[src/rtl/vending_pkg.sv]
// Shared types for the multi-item vending controller: FSM states, coin codes and coin values.
package vending_pkg;

  typedef enum logic [1:0] {
    StIdle,
    StCollect,
    StVend,
    StChange
  } state_e;

  localparam logic [1:0] COIN_NONE = 2'b00;
  localparam logic [1:0] COIN_5    = 2'b01;
  localparam logic [1:0] COIN_10   = 2'b10;
  localparam logic [1:0] COIN_20   = 2'b11;

  // Face value in rupees of a coin-acceptor code.
  function automatic logic [4:0] coin_value(input logic [1:0] code);
    logic [4:0] value;
    case (code)
      COIN_5:  value = 5'd5;
      COIN_10: value = 5'd10;
      COIN_20: value = 5'd20;
      default: value = 5'd0;
    endcase
    return value;
  endfunction

endpackage

[src/rtl/vend_stock_bank.sv]
// Per-item stock counters with registered sold-out flags and an availability lookup for the
// currently selected item.
module vend_stock_bank #(
  parameter int unsigned NUM_ITEMS  = 4,
  parameter int unsigned STOCK_W    = 4,
  parameter int unsigned INIT_STOCK = 3
) (
  input  logic                         clk_i,
  input  logic                         rst_ni,
  input  logic                         dec_i,
  input  logic [$clog2(NUM_ITEMS)-1:0] dec_idx_i,
  input  logic [$clog2(NUM_ITEMS)-1:0] sel_i,
  output logic                         avail_o,
  output logic [NUM_ITEMS-1:0]         sold_out_o
);

  localparam int unsigned SelW = $clog2(NUM_ITEMS);

  logic [STOCK_W-1:0] stock_q [NUM_ITEMS];
  logic [STOCK_W-1:0] stock_d [NUM_ITEMS];
  logic [NUM_ITEMS-1:0] sold_out_q;

  // Empty counters hold at zero rather than wrapping.
  always_comb begin
    for (int i = 0; i < NUM_ITEMS; i++) begin
      stock_d[i] = stock_q[i];
      if (dec_i && (dec_idx_i == SelW'(i)) && (stock_q[i] != '0)) begin
        stock_d[i] = stock_q[i] - STOCK_W'(1);
      end
    end
  end

  // Out-of-range selects match no channel and read as unavailable.
  always_comb begin
    avail_o = 1'b0;
    for (int i = 0; i < NUM_ITEMS; i++) begin
      if (sel_i == SelW'(i)) avail_o = (stock_q[i] != '0);
    end
  end

  always_ff @(posedge clk_i or negedge rst_ni) begin
    if (!rst_ni) begin
      for (int i = 0; i < NUM_ITEMS; i++) stock_q[i] <= STOCK_W'(INIT_STOCK);
      sold_out_q <= '0;
    end else begin
      for (int i = 0; i < NUM_ITEMS; i++) begin
        stock_q[i]    <= stock_d[i];
        sold_out_q[i] <= (stock_q[i] == '0);
      end
    end
  end

  assign sold_out_o = sold_out_q;

endmodule

[src/rtl/vending_controller_multi.sv]
// Multi-item coin vending controller with cancel/refund and serial change return.
// Optional inactivity refund is built only when VEND_TIMEOUT_EN is defined.
module vending_controller_multi
  import vending_pkg::*;
#(
  parameter int unsigned NUM_ITEMS      = 4,
  parameter int unsigned CREDIT_W       = 8,
  parameter int unsigned PRICE          = 15,
  parameter int unsigned UNIT           = 5,
  parameter int unsigned MAX_CREDIT     = 50,
  parameter int unsigned STOCK_W        = 4,
  parameter int unsigned INIT_STOCK     = 3,
  parameter int unsigned TIMEOUT_CYCLES = 1000
) (
  input  logic                         clk_i,
  input  logic                         rst_ni,
  input  logic [1:0]                   coin_i,
  input  logic [$clog2(NUM_ITEMS)-1:0] sel_i,
  input  logic                         buy_i,
  input  logic                         cancel_i,
  output logic                         dispense_o,
  output logic [$clog2(NUM_ITEMS)-1:0] dispense_item_o,
  output logic                         change_pulse_o,
  output logic                         coin_reject_o,
  output logic                         buy_err_o,
  output logic [CREDIT_W-1:0]          credit_o,
  output logic                         busy_o,
  output logic [NUM_ITEMS-1:0]         sold_out_o
);

  localparam int unsigned SelW = $clog2(NUM_ITEMS);
  localparam int unsigned SumW = CREDIT_W + 1;

  if (NUM_ITEMS < 2 || (PRICE % UNIT) != 0 || (MAX_CREDIT % UNIT) != 0 ||
      MAX_CREDIT >= (2 ** CREDIT_W) || MAX_CREDIT < PRICE || TIMEOUT_CYCLES == 0) begin : g_bad_cfg
    $error("vending_controller_multi: inconsistent parameters");
  end

  state_e              state_q, state_d;
  logic [CREDIT_W-1:0] credit_q, credit_d;
  logic                dispense_q, dispense_d;
  logic [SelW-1:0]     item_q, item_d;
  logic                change_q, change_d;
  logic                reject_q, reject_d;
  logic                buy_err_q, buy_err_d;

  logic            avail;
  logic            active, coin_nz, cancel_acc, buy_acc, coin_acc, timeout;
  logic [SumW-1:0] coin_sum;

  vend_stock_bank #(
    .NUM_ITEMS (NUM_ITEMS),
    .STOCK_W   (STOCK_W),
    .INIT_STOCK(INIT_STOCK)
  ) u_stock (
    .clk_i     (clk_i),
    .rst_ni    (rst_ni),
    .dec_i     (buy_acc),
    .dec_idx_i (sel_i),
    .sel_i     (sel_i),
    .avail_o   (avail),
    .sold_out_o(sold_out_o)
  );

`ifdef VEND_TIMEOUT_EN
  localparam int unsigned ToW = $clog2(TIMEOUT_CYCLES + 1);

  logic [ToW-1:0] idle_cnt_q, idle_cnt_d;
  logic           quiet;

  assign quiet      = (state_q == StCollect) && (coin_i == COIN_NONE) && !buy_i && !cancel_i;
  assign timeout    = quiet && (idle_cnt_q == ToW'(TIMEOUT_CYCLES - 1));
  assign idle_cnt_d = (quiet && !timeout) ? idle_cnt_q + ToW'(1) : '0;

  always_ff @(posedge clk_i or negedge rst_ni) begin
    if (!rst_ni) idle_cnt_q <= '0;
    else         idle_cnt_q <= idle_cnt_d;
  end
`else
  assign timeout = 1'b0;
`endif

  // Event arbitration in IDLE/COLLECT: cancel > buy > coin; a refused buy does not block a coin.
  always_comb begin
    active     = (state_q == StIdle) || (state_q == StCollect);
    coin_nz    = (coin_i != COIN_NONE);
    coin_sum   = SumW'(credit_q) + SumW'(coin_value(coin_i));
    cancel_acc = cancel_i && (state_q == StCollect);
    buy_acc    = active && buy_i && !cancel_acc && (credit_q >= CREDIT_W'(PRICE)) && avail;
    coin_acc   = active && coin_nz && !cancel_acc && !buy_acc && (coin_sum <= SumW'(MAX_CREDIT));
  end

  always_ff @(posedge clk_i or negedge rst_ni) begin
    if (!rst_ni) begin
      state_q    <= StIdle;
      credit_q   <= '0;
      dispense_q <= 1'b0;
      item_q     <= '0;
      change_q   <= 1'b0;
      reject_q   <= 1'b0;
      buy_err_q  <= 1'b0;
    end else begin
      state_q    <= state_d;
      credit_q   <= credit_d;
      dispense_q <= dispense_d;
      item_q     <= item_d;
      change_q   <= change_d;
      reject_q   <= reject_d;
      buy_err_q  <= buy_err_d;
    end
  end

  always_comb begin
    state_d  = state_q;
    credit_d = credit_q;
    unique case (state_q)
      StIdle, StCollect: begin
        if (cancel_acc || timeout) begin
          state_d = StChange;
        end else if (buy_acc) begin
          state_d  = StVend;
          credit_d = credit_q - CREDIT_W'(PRICE);
        end else if (coin_acc) begin
          state_d  = StCollect;
          credit_d = coin_sum[CREDIT_W-1:0];
        end
      end
      StVend: state_d = (credit_q != '0) ? StChange : StIdle;
      StChange: begin
        if (credit_q != '0) credit_d = credit_q - CREDIT_W'(UNIT);
        if (credit_q <= CREDIT_W'(UNIT)) state_d = StIdle;
      end
      default: state_d = StIdle;
    endcase
  end

  always_comb begin
    dispense_d = buy_acc;
    item_d     = buy_acc ? sel_i : '0;
    change_d   = (state_q == StChange) && (credit_q != '0);
    reject_d   = coin_nz && !coin_acc;
    buy_err_d  = buy_i && !buy_acc;
  end

  assign dispense_o      = dispense_q;
  assign dispense_item_o = item_q;
  assign change_pulse_o  = change_q;
  assign coin_reject_o   = reject_q;
  assign buy_err_o       = buy_err_q;
  assign credit_o        = credit_q;
  assign busy_o          = (state_q == StVend) || (state_q == StChange);

endmodule

[config.mk]
export PLATFORM = sky130hd
export DESIGN_NAME = vending_controller_multi
export DESIGN_NICKNAME = d
export VERILOG_FILES = /design/src/rtl/vending_pkg.sv /design/src/rtl/vend_stock_bank.sv /design/src/rtl/vending_controller_multi.sv
export SDC_FILE = /design/constraint.sdc
export NUM_CORES = 1
export LEC_CHECK = 0
export ABC_AREA = 1
export CORE_UTILIZATION = 30
export DETAILED_ROUTE_END_ITERATION = 8
export PLACE_DENSITY = 0.56
export SETUP_SLACK_MARGIN = 0.2
export SYNTH_ARGS = -nofsm -noshare
export SYNTH_HDL_FRONTEND = slang
export SYNTH_SLANG_ARGS = --single-unit
[constraint.sdc]
create_clock -name clk_i -period 3.1 [get_ports clk_i]
set_clock_uncertainty 0.2 [all_clocks]
set_input_delay 0.465 -clock clk_i [delete_from_list [all_inputs] [get_ports clk_i]]
set_output_delay 0.465 -clock clk_i [all_outputs]
set_load 0.05 [all_outputs]
==> flow_summary.json <==
{
  "wl_per_cell_um": 11.46,
  "finalHoldViolations": 0,
  "leakage_nw": 1.502,
  "routed_wl_um": 5339,
  "p_comb_share_pct": 60.0,
  "r2r_end": "credit_o[5]",
  "num_rows": 32,
  "yosysSeqAreaShare_pct": 36.69,
  "io_pins": 27,
  "worst_skew_pair.late_latency_ns": 0.28,
  "cts_htree_levels": 2,
  "status": "completed",
  "cts_made_buffers": 5,
  "antenna_cells": 0,
  "coreArea_um2": 7848,
  "critical-path-max-stage-delay_ns": 0.43,
  "clock-root-buffer": "clkbuf_8",
  "final_nets": 383,
  "cp_common_cell": "nand2_1",
  "fmax_mhz": 379.6,
  "synth_nets": 354,
  "ys_seq_elements": 36,
  "cp-start-kind": "input port",
  "switching_power_mw": 1.651,
  "crit_chain": "clkdlybuf4s50_1, inv_2, nor2_1, ha_1, ha_1, inv_1, nand2_1, nand2_1, nand2_2, nand3_2, nand2_1, nand2_1, nand2_1, nor2_2, nand3_2, nand2_4, nand2_4, nand2_1, nand2_1",
  "synth.distinct_cells": 32,
  "tritoncts": "done",
  "cp.required_ns": 3.08,
  "area_growth_pct": 18.70,
  "r2r_start": "credit_o[1]",
  "die_x_um": 92.97,
  "cts_sinks": 36,
  "grtUsageTotal_pct": 13.42,
  "grt_pass1_vias": 2012,
  "grt_pass1_wl_um": 9177,
  "min_period_ns": 2.635,
  "firstDrtPassIters": 4,
  "portBuffers": 26,
  "worst_pin_slew_ns": 0.4994,
  "holdBufCountCts": 0,
  "vias_per_cell": 4.448,
  "r2r_cells": 19,
  "rsz0062_at_grt": "no",
  "start_util_pct": 31.63,
  "p_per_area_nw_per_um2": 1091,
  "holdPathEnd": "u_stock.stock_q[7]",
  "final_max_slew_viol_count": 0,
  "globalplace.congestion": 0.8953,
  "yosysTopAreaCell": "dfrtp_1",
  "cts_max_path_buffers": 2,
  "hold_class": "flip-flop to flip-flop",
  "cp.arrival_ns": 2.61,
  "syn-instance-count": 334,
  "drc": 0,
  "postRouteAntennaNets": 0,
  "antenna_found_initial": 0,
  "p_seq_share_pct": 29.4,
  "synth.top_cell.area_share_pct": 28.23,
  "netlist_area_um2": 2482,
  "post-dp-hpwl_um": 4092,
  "grt_max_degree": 37,
  "whs_ns": 0.2685,
  "relSlewSlack_pct": 66.61,
  "end_kind": "flip-flop",
  "die_area_um2": 8642,
  "vias": 2073,
  "r2r_slack_ns": 0.59,
  "path_max_fanout": 8,
  "die_height_um": 92.97,
  "drv_cap": 0,
  "period_share_pct": 84.98,
  "worstHoldPathCells": 1,
  "nFillCells": 851,
  "yosysWarnings": 0,
  "swShare_pct": 51.37,
  "setup_violations": 0,
  "critPathSlowestCell": "clkdlybuf4s50_1",
  "hp-start": "u_stock.stock_q[7]",
  "path_class": "input port to flip-flop",
  "clkPwrFrac_pct": 10.5,
  "p_int_mw": 1.563,
  "synth_area_leaders": "dfrtp_1 28%, nand2_1 14%, dfstp_2 8.5%",
  "drtIter0Drc": 108,
  "syn_avg_cell_area_um2": 7.432,
  "timing.setup.tns_ns": 0,
  "ir_drop_v": 0.0003980,
  "gr-total-overflow": 0,
  "path_clk_slew_ns": 0.07,
  "drive_above_1_share_pct": 15.11
}
synth_stat cells (all sizes together):
cell type	count
xor2	11
clkbuf	2
nand2	99
o21ai	21
nor4	1
xnor2	5
nor3b	1
inv	53
nand4	3
nand3	29
o211ai	3
o22ai	1
dfstp	8
buf	6
a21oi	8
dfrtp	28
nor2	34
or2	1
ha	12
nor3	8
critical path, delay by kind of cell:
family | cells | cell delay [ns]
AND/OR/NAND/NOR | 14 | 1.14
buffers and inverters | 3 | 0.62
adder cells (fa/ha/maj) | 2 | 0.38
final cells by class:
cell class | instances | area [um2] | share of cell area [%]
clock buffers | 6 | 82.58 | 2.803
clock inverters | 2 | 10.01 | 0.3397
inverters | 53 | 198.9 | 6.752
multi-input cells | 237 | 1324 | 44.93
flip-flops and latches | 36 | 910.9 | 30.91
well taps | 102 | 127.6 | 4.331
repair buffers | 30 | 292.8 | 9.936
logic make-up after synthesis:
group,share of synthesized area (%)
and+or+nand+nor,33.97
buffers and inverters,10.48
DFF,36.69
AOI/OAI and AO/OA,7.158
xor gates and xnor gates,5.645
adders and majority gates,6.048
layer usage:
layer  up-vias  track usage [%]  part of all wire (%)
met3         4            2.299                   3.6
met1       931            17.22                    49
met2        40            22.18                    46
li1       1098                -                     -
met4         0            5.513                   1.2
met5         -                0                     0
what timing repair did:
item / in CTS / in global routing
resized for setup: 0 / 5
setup endpoints to repair: 0 / 8
setup buffers: 0 / 1
placed cells by master, fill, tap and decap left out, drive strengths merged:
cell type and instances:
or2 1, nor2 34, nand4 3, nand2 99, nor3b 1, dfstp 8
xnor2 5, nor4 1, dlymetal6s2s 1, buf 4, xor2 11, nor3 8
clkdlybuf4s50 25, clkinv 2, a21oi 8, o211ai 3, clkbuf 6, inv 53
o21ai 21, nand3 29, o22ai 1, ha 12, dfrtp 28
state kept, by name, indices dropped and copies added, names as in the netlist:
name,flops
buy_err_o,1
credit_o,8
dispense_o,1
change_pulse_o,1
coin_reject_o,1
u_stock.stock_q,16
dispense_item_o,2
u_stock.sold_out_o,4
state_q,2
power by group through the flow:
| stage | Clock (mW) | Combinational (mW) | Sequential, mW |
|---|---|---|---|
| after CTS | 0.353 | 1.93 | 0.947 |
| after detailed placement | 0 | 1.92 | 0.949 |
| final | 0.339 | 1.93 | 0.945 |
| after floorplan | 0 | 1.22 | 1.17 |
| after global routing | 0.384 | 2.17 | 0.982 |
| after global placement | 0 | 1.90 | 0.956 |
worst max-delay path by stage:
stage                            from          end
after floorplan           credit_o[1]  credit_o[6]
after detailed placement    coin_i[1]  credit_o[3]
final                       coin_i[0]  credit_o[5]
after global routing        coin_i[0]  credit_o[2]
after global placement      coin_i[1]  credit_o[3]
after CTS                   coin_i[1]  credit_o[1]
through the flow:
stage	utilization, %	setup WS [ns]	cell area, um2	power [mW]	instances
after floorplan	-	0.5609	2482	2.390	334
after global placement	36.08	0.1089	2831	2.860	457
after detailed placement	36.08	0.09121	2831	2.873	457
after CTS	37.26	0.3841	2924	3.226	465
after global routing	37.55	0.2098	2947	3.536	466
final	37.55	0.4655	2947	3.214	466
Power figures use the tool's default switching activity.
